**config.mk**
```make
export PLATFORM = sky130hd
export DESIGN_NAME = spi_ram_ctrl
export DESIGN_NICKNAME = d
export VERILOG_FILES = /design/src/rtl/spi_ram_pkg.sv /design/src/rtl/spi_ram_sp_array.sv /design/src/rtl/spi_ram_ctrl.sv
export SDC_FILE = /design/constraint.sdc
export NUM_CORES = 2
export LEC_CHECK = 0
export ABC_CLOCK_PERIOD_IN_PS = 4000
export BUFFER_PORTS_ARGS = -buffer_cell sky130_fd_sc_hd__buf_4
export CAP_MARGIN = 10
export CORE_MARGIN = 2
export CORE_UTILIZATION = 45
export CTS_CLUSTER_SIZE = 12
export DETAILED_ROUTE_END_ITERATION = 8
export HOLD_SLACK_MARGIN = 0.15
export PLACE_DENSITY = 0.66
export SYNTH_ARGS = -nofsm -noshare
export SYNTH_HDL_FRONTEND = slang
export SYNTH_HIERARCHICAL = 1
export SYNTH_SLANG_ARGS = --single-unit
export TNS_END_PERCENT = 1
```
**constraint.sdc**
```tcl
create_clock -name clk -period 4 [get_ports clk]
set_input_delay 0.6 -clock clk [delete_from_list [all_inputs] [get_ports clk]]
set_output_delay 0.6 -clock clk [all_outputs]
set_load 0.03 [all_outputs]
```
**src/rtl/spi_ram_pkg.sv**
```systemverilog
`default_nettype none
// ============================================================================
//  Module      : spi_ram_pkg
//  Description : Shared constants for the SPI command RAM: opcode field width,
//                opcode encodings and a small width helper.
//  Revision    : 1.0 - initial parametrised release
// ============================================================================
package spi_ram_pkg;

   localparam int OP_W = 2;

   localparam logic [OP_W-1:0] OP_SET_WADDR = 2'b00;
   localparam logic [OP_W-1:0] OP_WRITE     = 2'b01;
   localparam logic [OP_W-1:0] OP_SET_RADDR = 2'b10;
   localparam logic [OP_W-1:0] OP_READ      = 2'b11;

   // Payload must be wide enough for either an address or a data word.
   function automatic int max_int(input int a, input int b);
      return (a > b) ? a : b;
   endfunction

endpackage
`default_nettype wire

```
**src/rtl/spi_ram_sp_array.sv**
```systemverilog
`default_nettype none
// ============================================================================
//  Module      : spi_ram_sp_array
//  Description : Single-port synchronous RAM, MEM_DEPTH x DATA_W, registered
//                read data, no reset on the array or the read register.
//  Ports       : clk   - clock, rising edge
//                we    - write enable
//                re    - read enable (loads rdata from mem[addr])
//                addr  - word address, must be < MEM_DEPTH
//                wdata - write data
//                rdata - registered read data
//  Revision    : 1.0 - initial release
// ============================================================================
module spi_ram_sp_array #(
   parameter int MEM_DEPTH = 256,
   parameter int ADDR_W    = 8,
   parameter int DATA_W    = 8
) (
   input  logic              clk,
   input  logic              we,
   input  logic              re,
   input  logic [ADDR_W-1:0] addr,
   input  logic [DATA_W-1:0] wdata,
   output logic [DATA_W-1:0] rdata
);

   logic [DATA_W-1:0] mem [0:MEM_DEPTH-1];

   // No reset here so the array and its output register map onto block RAM.
   always_ff @(posedge clk) begin
      if (we) begin
         mem[addr] <= wdata;
      end
      if (re) begin
         rdata <= mem[addr];
      end
   end

endmodule
`default_nettype wire

```
**src/rtl/spi_ram_ctrl.sv**
```systemverilog
`default_nettype none
// ============================================================================
//  Module      : spi_ram_ctrl
//  Description : Command decoder in front of a single-port RAM. Commands come
//                from the SPI slave receive word, read data goes back to its
//                transmit path through a valid/ready handshake.
//  Ports       : clk, rst_n       - clock / async active-low reset
//                din              - {opcode[1:0], payload[PAY_W-1:0]}
//                rx_valid/rx_ready- command handshake
//                dout             - read data (0 while tx_valid is low)
//                tx_valid/tx_ready- read-data handshake
//                addr_err         - one-cycle pulse on out-of-range SET_*ADDR
//  Revision    : 1.0 - initial parametrised release
// ============================================================================
module spi_ram_ctrl
   import spi_ram_pkg::*;
#(
   parameter int  MEM_DEPTH = 256,
   parameter int  ADDR_W    = 8,
   parameter int  DATA_W    = 8,
   parameter int  AUTO_INC  = 1,
   localparam int PAY_W     = max_int(ADDR_W, DATA_W)
) (
   input  logic                  clk,
   input  logic                  rst_n,
   input  logic [PAY_W+OP_W-1:0] din,
   input  logic                  rx_valid,
   output logic                  rx_ready,
   output logic [DATA_W-1:0]     dout,
   output logic                  tx_valid,
   input  logic                  tx_ready,
   output logic                  addr_err
);

   localparam logic [ADDR_W-1:0] C_LAST_ADDR = ADDR_W'(MEM_DEPTH - 1);
   localparam logic [ADDR_W:0]   C_DEPTH     = (ADDR_W + 1)'(MEM_DEPTH);

   logic [ADDR_W-1:0] wptr_q, wptr_d;
   logic [ADDR_W-1:0] rptr_q, rptr_d;
   logic              tx_valid_q, tx_valid_d;
   logic              addr_err_q, addr_err_d;

   logic [OP_W-1:0]   w_op;
   logic [ADDR_W-1:0] w_pay_addr;
   logic [DATA_W-1:0] w_pay_data;
   logic              w_out_of_range;
   logic              w_accept;
   logic              w_ram_we;
   logic              w_ram_re;
   logic [ADDR_W-1:0] w_ram_addr;
   logic [DATA_W-1:0] w_ram_rdata;
   logic              unused_din;

   // Wrapping increment: the last valid word goes back to 0 for any depth.
   function automatic logic [ADDR_W-1:0] ptr_inc(input logic [ADDR_W-1:0] p);
      return (p == C_LAST_ADDR) ? '0 : p + ADDR_W'(1);
   endfunction

   assign w_op           = din[PAY_W+OP_W-1:PAY_W];
   assign w_pay_addr     = din[ADDR_W-1:0];
   assign w_pay_data     = din[DATA_W-1:0];
   assign w_out_of_range = ({1'b0, w_pay_addr} >= C_DEPTH);
   // Payload bits above ADDR_W/DATA_W carry no meaning.
   assign unused_din     = ^din;

   // A pending, unconsumed word blocks every command, not only READs.
   assign rx_ready = !tx_valid_q || tx_ready;
   assign w_accept = rx_valid && rx_ready;

   always_comb begin
      wptr_d     = wptr_q;
      rptr_d     = rptr_q;
      tx_valid_d = tx_valid_q;
      addr_err_d = 1'b0;
      w_ram_we   = 1'b0;
      w_ram_re   = 1'b0;
      w_ram_addr = rptr_q;

      if (tx_valid_q && tx_ready) begin
         tx_valid_d = 1'b0;
      end

      if (w_accept) begin
         case (w_op)
            OP_SET_WADDR: begin
               if (w_out_of_range) begin
                  addr_err_d = 1'b1;
               end else begin
                  wptr_d = w_pay_addr;
               end
            end
            OP_WRITE: begin
               w_ram_we   = 1'b1;
               w_ram_addr = wptr_q;
               if (AUTO_INC != 0) begin
                  wptr_d = ptr_inc(wptr_q);
               end
            end
            OP_SET_RADDR: begin
               if (w_out_of_range) begin
                  addr_err_d = 1'b1;
               end else begin
                  rptr_d = w_pay_addr;
               end
            end
            default: begin  // OP_READ
               w_ram_re   = 1'b1;
               tx_valid_d = 1'b1;  // overrides the clear for back-to-back reads
               if (AUTO_INC != 0) begin
                  rptr_d = ptr_inc(rptr_q);
               end
            end
         endcase
      end
   end

   always_ff @(posedge clk or negedge rst_n) begin
      if (!rst_n) begin
         wptr_q     <= '0;
         rptr_q     <= '0;
         tx_valid_q <= 1'b0;
         addr_err_q <= 1'b0;
      end else begin
         wptr_q     <= wptr_d;
         rptr_q     <= rptr_d;
         tx_valid_q <= tx_valid_d;
         addr_err_q <= addr_err_d;
      end
   end

   spi_ram_sp_array #(
      .MEM_DEPTH (MEM_DEPTH),
      .ADDR_W    (ADDR_W),
      .DATA_W    (DATA_W)
   ) u_array (
      .clk   (clk),
      .we    (w_ram_we),
      .re    (w_ram_re),
      .addr  (w_ram_addr),
      .wdata (w_pay_data),
      .rdata (w_ram_rdata)
   );

   // The RAM read register has no reset; gating with tx_valid gives a clean
   // zero on dout out of reset and the moment reset is asserted. The RAM
   // register only reloads on an accepted READ, so dout holds under stall.
   assign dout     = tx_valid_q ? w_ram_rdata : '0;
   assign tx_valid = tx_valid_q;
   assign addr_err = addr_err_q;

endmodule
`default_nettype wire

```
==> insert_results.sql <==
INSERT INTO impl_metrics (metric_group, metric, value, unit) VALUES
('cells_and_area', 'nets', '4280', ''),
('cells_and_area', 'area_growth', '16.73', '%'),
('worst_setup_path', 'required', '4.57', 'ns'),
('die', 'initial_utilization', '45.32', '%'),
('timing', 'timing.max_slew.rel_slack', '24.91', '%'),
('cells_and_area', 'fillers', '13460', ''),
('cells_and_area', 'final_common_cell', 'edfxtp_1', ''),
('cells_and_area', 'total_area_of_multi_input_combinational_cells', '16630', 'µm²'),
('clocking', 'cts_inserted_buffers', '205', ''),
('timing', 'final_min_period_over_clock_period', '98.26', '%'),
('cells_and_area', 'final_core_util', '52.90', '%'),
('run_status', 'outcome', 'complete, no violations', ''),
('routing', 'drt_pass1_iterations', '5', ''),
('placement', 'globalplace.congestion', '0.8657', ''),
('die', 'io_pins', '25', ''),
('timing', 'finalWorstSetupSlack', '0.06957', 'ns'),
('cells_and_area', 'most_frequent_cells_in_the_layout', 'edfxtp_1, buf_4, mux4_2', ''),
('clocking', 'cts_num_sinks', '2073', ''),
('timing', 'clock_skew', '0.05068', 'ns'),
('timing', 'hold_viol_final', '0', ''),
('power', 'ir_drop', '0.4337', 'mV'),
('die', 'die_h', '425.1', 'µm'),
('timing', 'final_max_slew_viol_count', '0', ''),
('cells_and_area', 'reg_area', '62160', 'µm²'),
('worst_setup_path', 'crit_path_start_kind', 'flip-flop', ''),
('worst_setup_path', 'r2r_slack', '0.07', 'ns'),
('timing', 'maxClockFrequency', '254.4', 'MHz'),
('global_route', 'largest_net_degree_at_the_start_of_global_routing', '146', ''),
('global_route', 'grt_first_pass_wirelength', '280.2', 'mm'),
('routing', 'route.detailed.drc', '0', ''),
('clocking', 'clock_pin_transition_on_the_worst_setup_and_hold_timing_paths', '0.06', 'ns'),
('clocking', 'ctsRootBufferMaster', 'clkbuf_16', ''),
('routing', 'detail_route.vias_per_cell', '5.960', ''),
('power', 'power.density_cell_area', '551.9', 'nW/µm²'),
('timing', 'setup_tns', '0', 'ns'),
('placement', 'place.port_buffers', '23', ''),
('logic_synthesis', 'synth.ff_latch_count', '2073', ''),
('logic_synthesis', 'synthesis.area', '79810', 'µm²'),
('logic_synthesis', 'syn_nets', '3704', ''),
('flow_run', 'maxCapViolations', '0', ''),
('worst_setup_path', 'crit_path_max_fanout', '19', ''),
('worst_setup_path', 'worst_setup_path_end_kind', 'flip-flop', ''),
('routing', 'number_of_violations_reported_at_the_end_of_detailed_routing_iteration_0', '4825', ''),
('placement', 'placement.setup.worst_slack', '-0.5499', 'ns'),
('logic_synthesis', 'syn_avg_cell_area', '21.64', 'µm²'),
('routing', 'via_count', '40090', ''),
('clocking', 'clk_latency', '0.85', 'ns'),
('logic_synthesis', 'yosysWarnings', '6', ''),
('worst_setup_path', 'path_class', 'reg -> reg', ''),
('timing', 'setup_repair_after_global_routing_missed_its_margin', 'true', ''),
('routing', 'routed_wire_length_per_instance', '28.55', 'µm'),
('timing', 'period_needed', '3.930', 'ns'),
('die', 'std_cell_rows', '154', ''),
('worst_setup_path', 'cp.arrival', '4.50', 'ns'),
('power', 'p_leak', '29.64', 'nW'),
('die', 'core', '176100', 'µm²'),
('global_route', 'grt_pass1_vias', '40520', ''),
('placement', 'post-dp-hpwl', '119.5', 'mm'),
('clocking', 'cts_tree', 'built', ''),
('logic_synthesis', 'yosysSeqAreaShare', '77.89', '%'),
('routing', 'postRouteWirelength', '192.0', 'mm'),
('timing', 'timing_worst_slew_pin_value', '1.126', 'ns'),
('logic_synthesis', 'synthesis.instances', '3688', ''),
('logic_synthesis', 'ys.flop_type', 'edfxtp_1', ''),
('clocking', 'cts_setup_buffers', '0', ''),
('cells_and_area', 'final_layout_size_suffix_gt1_share', '31.56', '%'),
('global_route', 'groute.usage.overall', '21.30', '%'),
('die', 'floorplan.die_area', '180700', 'µm²'),
('global_route', 'antenna_found_initial', '2', ''),
('clocking', 'h_tree_levels', '4', ''),
('logic_synthesis', 'synth_async_sr_flop_share', '0.8201', '%'),
('routing', 'antenna_violating_nets_post_route', '0', ''),
('clocking', 'clock_tree.buffer_depth', '3', ''),
('hold_path', 'hp-class', 'in -> reg', ''),
('timing', 'report.final.setup_viol', '0', ''),
('global_route', 'overflow', '0', ''),
('logic_synthesis', 'number_of_distinct_library_cells_after_synthesis', '53', ''),
('die', 'die_width', '425.1', 'µm'),
('logic_synthesis', 'number_of_flops_mapped_to_enable_cells_by_yosys', '2056', '');
## critical path, cell delays in order, from the launching register on
cell     delay (ns)
dfrtp_1        0.37
and2b_4        0.18
nor2_4         0.13
nand2_4        0.08
mux2_8         0.48
buf_12         0.20
buf_12         0.20
mux4_2         0.53
a22oi_1        0.35
a21oi_1        0.19
o41ai_2        0.57
buf_4          0.22
nand4_1        0.09
## synth_stat cells (2+ instances only)
master        n  area, µm²
nand2_1      41      153.9
edfxtp_1   2056      61740
nor2b_1       8      50.05
o21ai_1       4      20.02
buf_6        17      191.4
o311ai_1      2      17.52
a22o_1        5      43.79
inv_1         6      22.52
o41ai_1      32      280.3
nand3_1      17      85.08
or2_2         3      18.77
buf_1        19      71.32
nor3_1       32      160.2
nor2_1      241      904.6
and2_1       11      68.82
o21ai_0       7      35.03
dfrtp_1      17      425.4
ha_1          2      25.02
a22oi_1     256       1922
nand4_1      11      68.82
o22ai_1       3      18.77
o21a_1        3      22.52
buf_2        39      195.2
a31oi_1       2      12.51
a21oi_1     139      695.7
a2bb2oi_1     2      17.52
nand2b_1      8      50.05
clkbuf_1    145      544.3
mux4_2      512      11530
mux2_1        8      90.09
and3_1        2      12.51
buf_4        17      127.6
## kinds of logic after synthesis
| logic type | Yosys count | share of synthesized area (%) |
|---|---|---|
| AOI/OAI and AO/OA | 463 | 3.968 |
| adders and majority gates | 2 | 0.03135 |
| buffers and inverters | 245 | 1.453 |
| DFF | 2073 | 77.89 |
| muxes | 521 | 14.57 |
| other | 1 | 0.004699 |
| and+or+nand+nor | 383 | 2.077 |
## power breakdown
part | total [W] | internal, W | switching, W
combinational | 0.00989 | 0.00428 | 0.00561
sequential | 0.0241 | 0.0240 | 0.0000809
clock | 0.0175 | 0.00954 | 0.00793
total | 0.0514 | 0.0378 | 0.0136
## sequential cells by signal, summed over array words and instances (netlist names)
signal         count
wptr_q             8
tx_valid           1
u_array/mem     2048
u_array/rdata      8
rptr_q             8
## timing repair
item,CTS,global route
pin swaps,0,0
resized for setup,5,5
hold endpoints to repair,17,0
setup endpoints to repair,4,4
hold buffers,2,0
## per-layer routing
metal | vias up | wire length (µm) | track usage (%)
met4 | 0 | 6228 | 7.405
met5 | - | 0 | 0
met3 | 295 | 15590 | 3.469
met1 | 21300 | 77540 | 30.28
met2 | 1779 | 92650 | 33.73
li1 | 16710 | - | -
## final timing paths
check | startpoint | endpoint | cells after the start
setup reg to reg | tx_valid$_DFF_PN0_ | u_array/rdata[6]$_DFFE_PP_ | 12
hold / removal | rx_valid | rptr_q[4]$_DFFE_PN0P_ | 3
hold reg to reg | rptr_q[6]$_DFFE_PN0P_ | rptr_q[6]$_DFFE_PN0P_ | 1
min in group asynchronous | rst_n | rptr_q[4]$_DFFE_PN0P_ | 3
setup / recovery | tx_valid$_DFF_PN0_ | u_array/rdata[6]$_DFFE_PP_ | 12
max in group asynchronous | rst_n | wptr_q[1]$_DFFE_PN0P_ | 3
## metrics by stage
step / cell area, µm² / total power, W / instances / hold slack (ns)
floorplan: 79810 / 0.03024 / 3688 / 0.3044
global placement: 87070 / 0.03430 / 6395 / 0.4859
detailed placement: 87070 / 0.03437 / 6395 / 0.4913
CTS: 93100 / 0.05175 / 6722 / 0.1570
global route: 93150 / 0.05305 / 6722 / 0.2035
finish: 93160 / 0.05141 / 6726 / 0.2174
## layout make-up
cell class	instances	area share (%)
Tap cell	2340	3.143
Sequential cell	2073	66.73
Inverter	8	0.03223
Clock buffer	263	5.751
Timing Repair Buffer	606	5.826
Clock inverter	62	0.6581
Antenna cell	4	0.01074
Multi-Input combinational cell	1370	17.85
No activity file was read; power rests on OpenSTA's default activity.
